==> src/rtl/jk_bank_sequencer.sv <==
`timescale 1ns/1ps
// ----------------------------------------------------------------------------
// jk_bank_sequencer
//
// Command-driven controller for an external bank of WIDTH JK flip-flops that
// shares this block's clock. A single command is accepted over a valid/ready
// handshake. The controller drives per-bit J/K for one clock edge per step.
// It then reads the bank's Q back and compares it with the value the command
// should have produced.
//
// Commands (cmd_op):
//   0 NOP    check that the bank held its value
//   1 SET    J=mask, K=0          -> Q | mask
//   2 CLR    J=0,    K=mask       -> Q & ~mask
//   3 TOG    J=mask, K=mask       -> Q ^ mask
//   4 LOAD   J=data, K=~data      -> data
//   5 COUNT  cmd_count increments, each a DRIVE+WAIT pair -> Q + count
//   6/7      illegal: no drive, error flagged at completion
//
// Ports:
//   clock      rising-edge clock, shared with the JK bank
//   reset      synchronous, active-high reset
//   cmd_valid  command present
//   cmd_ready  controller idle and able to accept (= ~busy)
//   cmd_op     operation code (see above)
//   cmd_data   bit mask (SET/CLR/TOG) or load value (LOAD)
//   cmd_count  number of +1 steps (COUNT only)
//   q_fb       Q outputs of the JK bank
//   j, k       registered J/K drive to the bank; zero outside DRIVE
//   busy       high in every state except IDLE
//   done       one-cycle pulse while the controller is in CHECK
//   error      result of the last check; cleared when a command is accepted
// ----------------------------------------------------------------------------
module jk_bank_sequencer #(
    parameter int WIDTH = 4,
    parameter int CNT_W = 8
) (
    input  logic             clock,
    input  logic             reset,
    input  logic             cmd_valid,
    output logic             cmd_ready,
    input  logic [2:0]       cmd_op,
    input  logic [WIDTH-1:0] cmd_data,
    input  logic [CNT_W-1:0] cmd_count,
    input  logic [WIDTH-1:0] q_fb,
    output logic [WIDTH-1:0] j,
    output logic [WIDTH-1:0] k,
    output logic             busy,
    output logic             done,
    output logic             error
);

    localparam logic [2:0] OP_NOP   = 3'd0;
    localparam logic [2:0] OP_SET   = 3'd1;
    localparam logic [2:0] OP_CLR   = 3'd2;
    localparam logic [2:0] OP_TOG   = 3'd3;
    localparam logic [2:0] OP_LOAD  = 3'd4;
    localparam logic [2:0] OP_COUNT = 3'd5;

    typedef enum logic [1:0] {
        IDLE  = 2'd0,
        DRIVE = 2'd1,
        WAIT  = 2'd2,
        CHECK = 2'd3
    } state_e;

    state_e           state_q, state_d;
    logic [WIDTH-1:0] j_q, j_d;
    logic [WIDTH-1:0] k_q, k_d;
    logic [2:0]       op_q, op_d;
    logic [WIDTH-1:0] exp_q, exp_d;
    logic [CNT_W-1:0] steps_q, steps_d;
    logic             error_q, error_d;
    logic             illegal_q, illegal_d;

    // Toggle mask for a ripple increment. Bit i flips when every lower bit
    // is already 1. Bit 0 always flips. With all ones, every bit flips,
    // which gives the wrap to zero.
    function automatic logic [WIDTH-1:0] carryMask(input logic [WIDTH-1:0] q);
        logic [WIDTH-1:0] t;
        t    = '0;
        t[0] = 1'b1;
        for (int i = 1; i < WIDTH; i++) begin
            t[i] = t[i-1] & q[i-1];
        end
        return t;
    endfunction

    // State register plus all datapath registers. Reset is synchronous and
    // aborts any command in flight. J/K return to zero on the next cycle, so
    // the bank holds.
    always_ff @(posedge clock) begin
        if (reset) begin
            state_q   <= IDLE;
            j_q       <= '0;
            k_q       <= '0;
            op_q      <= OP_NOP;
            exp_q     <= '0;
            steps_q   <= '0;
            error_q   <= 1'b0;
            illegal_q <= 1'b0;
        end else begin
            state_q   <= state_d;
            j_q       <= j_d;
            k_q       <= k_d;
            op_q      <= op_d;
            exp_q     <= exp_d;
            steps_q   <= steps_d;
            error_q   <= error_d;
            illegal_q <= illegal_d;
        end
    end

    // Next-state and datapath logic. J/K are computed on the edge that
    // enters DRIVE, so they are registered and present for the whole DRIVE
    // cycle. The bank samples them on the edge that leaves DRIVE. In every
    // other cycle J/K default to zero.
    always_comb begin
        state_d   = state_q;
        j_d       = '0;
        k_d       = '0;
        op_d      = op_q;
        exp_d     = exp_q;
        steps_d   = steps_q;
        error_d   = error_q;
        illegal_d = illegal_q;

        case (state_q)
            IDLE: begin
                if (cmd_valid) begin
                    op_d      = cmd_op;
                    steps_d   = cmd_count;
                    error_d   = 1'b0;
                    illegal_d = 1'b0;
                    // NOP, COUNT 0 and illegal ops expect the bank to hold.
                    exp_d     = q_fb;
                    case (cmd_op)
                        OP_NOP: begin
                            state_d = CHECK;
                        end
                        OP_SET: begin
                            j_d     = cmd_data;
                            exp_d   = q_fb | cmd_data;
                            state_d = DRIVE;
                        end
                        OP_CLR: begin
                            k_d     = cmd_data;
                            exp_d   = q_fb & ~cmd_data;
                            state_d = DRIVE;
                        end
                        OP_TOG: begin
                            j_d     = cmd_data;
                            k_d     = cmd_data;
                            exp_d   = q_fb ^ cmd_data;
                            state_d = DRIVE;
                        end
                        OP_LOAD: begin
                            j_d     = cmd_data;
                            k_d     = ~cmd_data;
                            exp_d   = cmd_data;
                            state_d = DRIVE;
                        end
                        OP_COUNT: begin
                            // The expected result is the plain modular sum.
                            // It is independent of how the increments ripple.
                            exp_d = q_fb + WIDTH'(cmd_count);
                            if (cmd_count == '0) begin
                                state_d = CHECK;
                            end else begin
                                j_d     = carryMask(q_fb);
                                k_d     = carryMask(q_fb);
                                state_d = DRIVE;
                            end
                        end
                        default: begin
                            illegal_d = 1'b1;
                            state_d   = CHECK;
                        end
                    endcase
                end
            end

            DRIVE: begin
                state_d = (op_q == OP_COUNT) ? WAIT : CHECK;
            end

            // WAIT gives the bank one cycle to settle. The next toggle mask
            // is then built from the updated Q rather than the stale one.
            WAIT: begin
                steps_d = steps_q - 1'b1;
                if (steps_q > CNT_W'(1)) begin
                    j_d     = carryMask(q_fb);
                    k_d     = carryMask(q_fb);
                    state_d = DRIVE;
                end else begin
                    state_d = CHECK;
                end
            end

            CHECK: begin
                error_d = illegal_q | (q_fb != exp_q);
                state_d = IDLE;
            end

            default: begin
                state_d = IDLE;
            end
        endcase
    end

    assign cmd_ready = (state_q == IDLE);
    assign busy      = (state_q != IDLE);
    assign done      = (state_q == CHECK);
    assign j         = j_q;
    assign k         = k_q;
    assign error     = error_q;

endmodule
==> config.mk <==
export PLATFORM = sky130hd
export DESIGN_NAME = jk_bank_sequencer
export DESIGN_NICKNAME = d
export VERILOG_FILES = /design/src/rtl/jk_bank_sequencer.sv
export SDC_FILE = /design/constraint.sdc
export NUM_CORES = 1
export LEC_CHECK = 0
export ABC_AREA = 1
export ABC_CLOCK_PERIOD_IN_PS = 1800
export BUFFER_PORTS_ARGS = -buffer_cell sky130_fd_sc_hd__buf_2
export CORE_MARGIN = 10
export CORE_UTILIZATION = 50
export DETAILED_ROUTE_END_ITERATION = 16
export GPL_TIMING_DRIVEN = 0
export PLACE_DENSITY = 0.83
export SYNTH_ARGS = -nofsm -noshare
export SYNTH_HDL_FRONTEND = slang
export SYNTH_SLANG_ARGS = --single-unit
==> constraint.sdc <==
create_clock -name clock -period 1.8 [get_ports clock]
set_clock_uncertainty 0.1 [all_clocks]
set_input_delay 0.27 -clock clock [delete_from_list [all_inputs] [get_ports clock]]
set_output_delay 0.27 -clock clock [all_outputs]
set_load 0.03 [all_outputs]
==> run_summary.xml <==
<?xml version="1.0" encoding="UTF-8"?>
<metrics>
  <group name="sta">
    <metric name="tightestPinTransition" unit="ns">0.530</metric>
    <metric name="setup_repair_after_global_routing_missed_its_margin" unit="">false</metric>
    <metric name="timing.final.crit_period" unit="ns">1.72</metric>
    <metric name="timing.setup.tns" unit="ns">0</metric>
    <metric name="fmax" unit="GHz">0.583</metric>
    <metric name="setup_viol_count_final" unit="">0</metric>
    <metric name="finalMaxSlewViolations" unit="">0</metric>
    <metric name="slew-limit-headroom" unit="%">64.6</metric>
    <metric name="final_min_period_over_clock_period" unit="%">95.3</metric>
    <metric name="timing.final.hold_violations" unit="">0</metric>
  </group>
  <group name="setup_path">
    <metric name="critical_path_peak_fanout" unit="">4</metric>
    <metric name="worstSetupStartpointType" unit="">flip-flop</metric>
    <metric name="critical_path.cell_chain" unit="">inv_1 &gt; ha_1 &gt; o2111ai_1 &gt; nand3_1 &gt; a21oi_1</metric>
    <metric name="worst-endpoint-required" unit="ns">1.91</metric>
    <metric name="worst_setup_path_end_kind" unit="">flip-flop</metric>
    <metric name="cp_slowest_cell" unit="">o2111ai_1</metric>
    <metric name="critical_path.n_buffers_inverters" unit="">1</metric>
    <metric name="criticalPathCategory" unit="">reg2reg</metric>
    <metric name="cpPeakStageDelay" unit="ns">0.49</metric>
    <metric name="cp_top_family" unit="">compound AO/OA/AOI/OAI gates</metric>
    <metric name="arrival" unit="ns">1.83</metric>
  </group>
  <group name="pwr">
    <metric name="finalPower" unit="mW">1.77</metric>
    <metric name="power-per-cell-area" unit="nW/um^2">795</metric>
    <metric name="max-vdd-ir-drop" unit="mV">0.362</metric>
    <metric name="switching_share" unit="%">40.3</metric>
    <metric name="p_leak" unit="nW">1.16</metric>
    <metric name="power_report.internal_total" unit="mW">1.06</metric>
    <metric name="switchingPower" unit="mW">0.711</metric>
    <metric name="pwr-share-seq" unit="%">40.9</metric>
    <metric name="pwr-share-comb" unit="%">38.9</metric>
    <metric name="clockPowerShare" unit="%">20.3</metric>
  </group>
  <group name="status">
    <metric name="status" unit="">completed</metric>
  </group>
  <group name="yosys">
    <metric name="synthAdderAreaFrac" unit="%">10.6</metric>
    <metric name="post_synth_and_or_nand_nor_area_fraction" unit="%">34.5</metric>
    <metric name="synth-seq-area-share" unit="%">27.7</metric>
    <metric name="syn-cell-area" unit="sq um">1950</metric>
    <metric name="postSynthAreaPerCell" unit="sq um">6.54</metric>
    <metric name="ys.flop_type" unit="">dfxtp_1</metric>
    <metric name="mappedNetlistNets" unit="">337</metric>
    <metric name="synthDominantCellAreaShare" unit="%">27.7</metric>
    <metric name="postSynthCellCount" unit="">299</metric>
    <metric name="synth_edf_count" unit="">0</metric>
    <metric name="synth_cell_type_count" unit="">38</metric>
    <metric name="xor_and_xnor_area_share_after_synthesis" unit="%">0.448</metric>
    <metric name="synthMuxAreaShare" unit="%">0</metric>
    <metric name="count_of_synthesis_stage_warnings_from_yosys" unit="">0</metric>
    <metric name="main_combinational_cell_family_by_area_after_synthesis" unit="">simple AND/OR/NAND/NOR gates</metric>
    <metric name="synth_top_area_cell" unit="">dfxtp_1</metric>
    <metric name="postSynthRegisterBits" unit="">27</metric>
    <metric name="asyncSetResetFlopFracSynth" unit="%">0</metric>
    <metric name="synth-compound-area-share" unit="%">16.6</metric>
    <metric name="netlist_top_cells_area" unit="">dfxtp_1, nand2_1, ha_1</metric>
  </group>
  <group name="layout">
    <metric name="syn2layout_area_growth" unit="%">13.6</metric>
    <metric name="final.fill_count" unit="">383</metric>
    <metric name="layout.cells.non_filler" unit="">383</metric>
    <metric name="drive_above_1_share" unit="%">18.2</metric>
    <metric name="area.sequential" unit="sq um">541</metric>
    <metric name="layout.cells.most_common" unit="">nand2_1</metric>
    <metric name="multi_input_comb_area" unit="sq um">1220</metric>
    <metric name="layout_common_cells" unit="">nand2_1, inv_1, buf_2</metric>
    <metric name="layout.nets" unit="">374</metric>
    <metric name="diodes" unit="">0</metric>
  </group>
  <group name="grt">
    <metric name="grt_resource_usage_total" unit="%">16.2</metric>
    <metric name="grt_pass1_wl" unit="mm">8.79</metric>
    <metric name="grt_overflow" unit="">0</metric>
    <metric name="via_count_of_the_first_global_routing_pass" unit="">1889</metric>
    <metric name="antenna_violations_before_repair" unit="">0</metric>
    <metric name="grt_start_max_net_pins" unit="">16</metric>
  </group>
  <group name="cts">
    <metric name="clock_tree_from_tritoncts" unit="">yes</metric>
    <metric name="ctsHtreeMaxLevel" unit="">1</metric>
    <metric name="cts.hold.buffers_added" unit="">0</metric>
    <metric name="clk_transition_reported_paths" unit="ns">0.10</metric>
    <metric name="worst_skew_pair.late_latency" unit="ns">0.28</metric>
    <metric name="master_cell_of_the_clock_root_buffer" unit="">clkbuf_8</metric>
    <metric name="cts_sinks" unit="">27</metric>
    <metric name="post_cts.resized_instances" unit="">0</metric>
    <metric name="numCtsBuffers" unit="">3</metric>
    <metric name="cts.path.max_buffers" unit="">2</metric>
    <metric name="post_cts_buffers" unit="">0</metric>
  </group>
  <group name="route">
    <metric name="detail_route.vias_per_cell" unit="">5.29</metric>
    <metric name="vias" unit="">2027</metric>
    <metric name="routedWlPerCell" unit="um">13.6</metric>
    <metric name="routed_wl" unit="mm">5.19</metric>
    <metric name="detail_route.iter0.violations" unit="">207</metric>
    <metric name="route.top_layer_used" unit="">met4</metric>
    <metric name="dr_wl_met2" unit="mm">2.47</metric>
    <metric name="firstDrtPassIters" unit="">4</metric>
    <metric name="drc_errors_left" unit="">0</metric>
    <metric name="detailroute.wirelength.met3" unit="um">390</metric>
    <metric name="postRouteAntennaNets" unit="">0</metric>
    <metric name="detail_route.wirelength.met1" unit="mm">2.21</metric>
  </group>
  <group name="floorplanning">
    <metric name="floorplan.io_pins" unit="">34</metric>
    <metric name="die_w" unit="um">82.5</metric>
    <metric name="starting_density_of_the_core" unit="%">52.6</metric>
    <metric name="coreArea" unit="sq um">3720</metric>
    <metric name="die_area" unit="sq um">6810</metric>
    <metric name="chipHeight" unit="um">82.5</metric>
    <metric name="placement_rows" unit="">22</metric>
  </group>
  <group name="placement">
    <metric name="portBuffers" unit="">32</metric>
    <metric name="dpl.cell_count" unit="">379</metric>
    <metric name="dp_hpwl" unit="mm">4.08</metric>
    <metric name="gp_congestion" unit="">0.892</metric>
  </group>
  <group name="flow_run">
    <metric name="drv.max_cap_violation_count" unit="">0</metric>
  </group>
  <group name="min_path">
    <metric name="hold_path_class" unit="">in2reg</metric>
  </group>
</metrics>
-- path summary, 6_finish.rpt --
check | startpoint | end | slack (ns) | cells past startpoint
max | steps_q[0] | j[3] | 0.08 | 5
min reg2reg | op_q[1] | state_q[0] | 0.38 | 1
max reg2reg | steps_q[0] | j[3] | 0.08 | 5
min | reset | steps_q[4] | 0.15 | 2
-- metrics by stage --
stage / area, sq um / worst slack [ns] / util (%) / hold WS, ns
6_report: 2220 / 0.0849 / 59.8 / 0.154
5_1_grt: 2220 / 0.0349 / 59.8 / 0.163
4_1_cts: 2220 / 0.127 / 59.8 / 0.152
3_5_place_dp: 2170 / 0.0158 / 58.5 / 0.361
3_3_place_gp: 2170 / 0.0418 / 58.5 / 0.356
2_1_floorplan: 1950 / 0.337 / - / 0.239
-- power by group through the flow --
stage	Combinational [mW]	Sequential [mW]	Clock, mW
floorplan	0.472	0.750	0
global placement	0.661	0.732	0
detailed placement	0.677	0.735	0
CTS	0.683	0.721	0.361
global route	0.773	0.732	0.389
finish	0.687	0.722	0.358
-- routing by layer --
layer,vias to the layer above,global-route usage (%)
met1,897,21.4
met5,-,0
met3,9,1.40
li1,1045,-
met2,76,26.2
met4,0,6.86
-- sequential cells by signal (all words and copies together) (netlist names) --
register and flops:
error 1, op_q 3, illegal_q 1, exp_q 4
k 4, j 4, steps_q 8, state_q 2
-- cell type report --
| type | instances | area share [%] |
|---|---|---|
| clock buffers | 3 | 1.86 |
| clock inverters | 1 | 0.225 |
| plain buffers | 6 | 1.75 |
| flip-flops and latches | 27 | 24.3 |
| well taps | 48 | 2.70 |
| inverters | 41 | 7.15 |
| repair buffers | 32 | 7.21 |
| multi-input cells | 225 | 54.8 |
-- cell families after synthesis --
family,count (synthesis)
adder cells (fa/ha/maj),16
flip-flops,27
AO/OA/AOI/OAI,56
buffers and inverters,47
XOR/XNOR,1
AND/OR/NAND/NOR,152
-- Yosys cell counts (2+ instances only) --
master     n
nand2_1   84
inv_1     34
nor2_1    28
dfxtp_1   27
a21oi_1   20
nand3_1   19
o21ai_0   18
ha_1      15
nand4_1    6
inv_2      5
o21ai_1    4
nand2_2    3
nor3_1     3
a21oi_2    2
a31oi_1    2
buf_4      2
clkbuf_1   2
inv_4      2
nand3_2    2
nor2_4     2
o211ai_1   2
-- worst reg2reg max path, cell delays in order, from the launching register on --
cell,delay (ns)
dfxtp_1,0.35
inv_1,0.09
ha_1,0.25
o2111ai_1,0.49
nand3_1,0.19
a21oi_1,0.19
(Power assumes the default switching activity.)
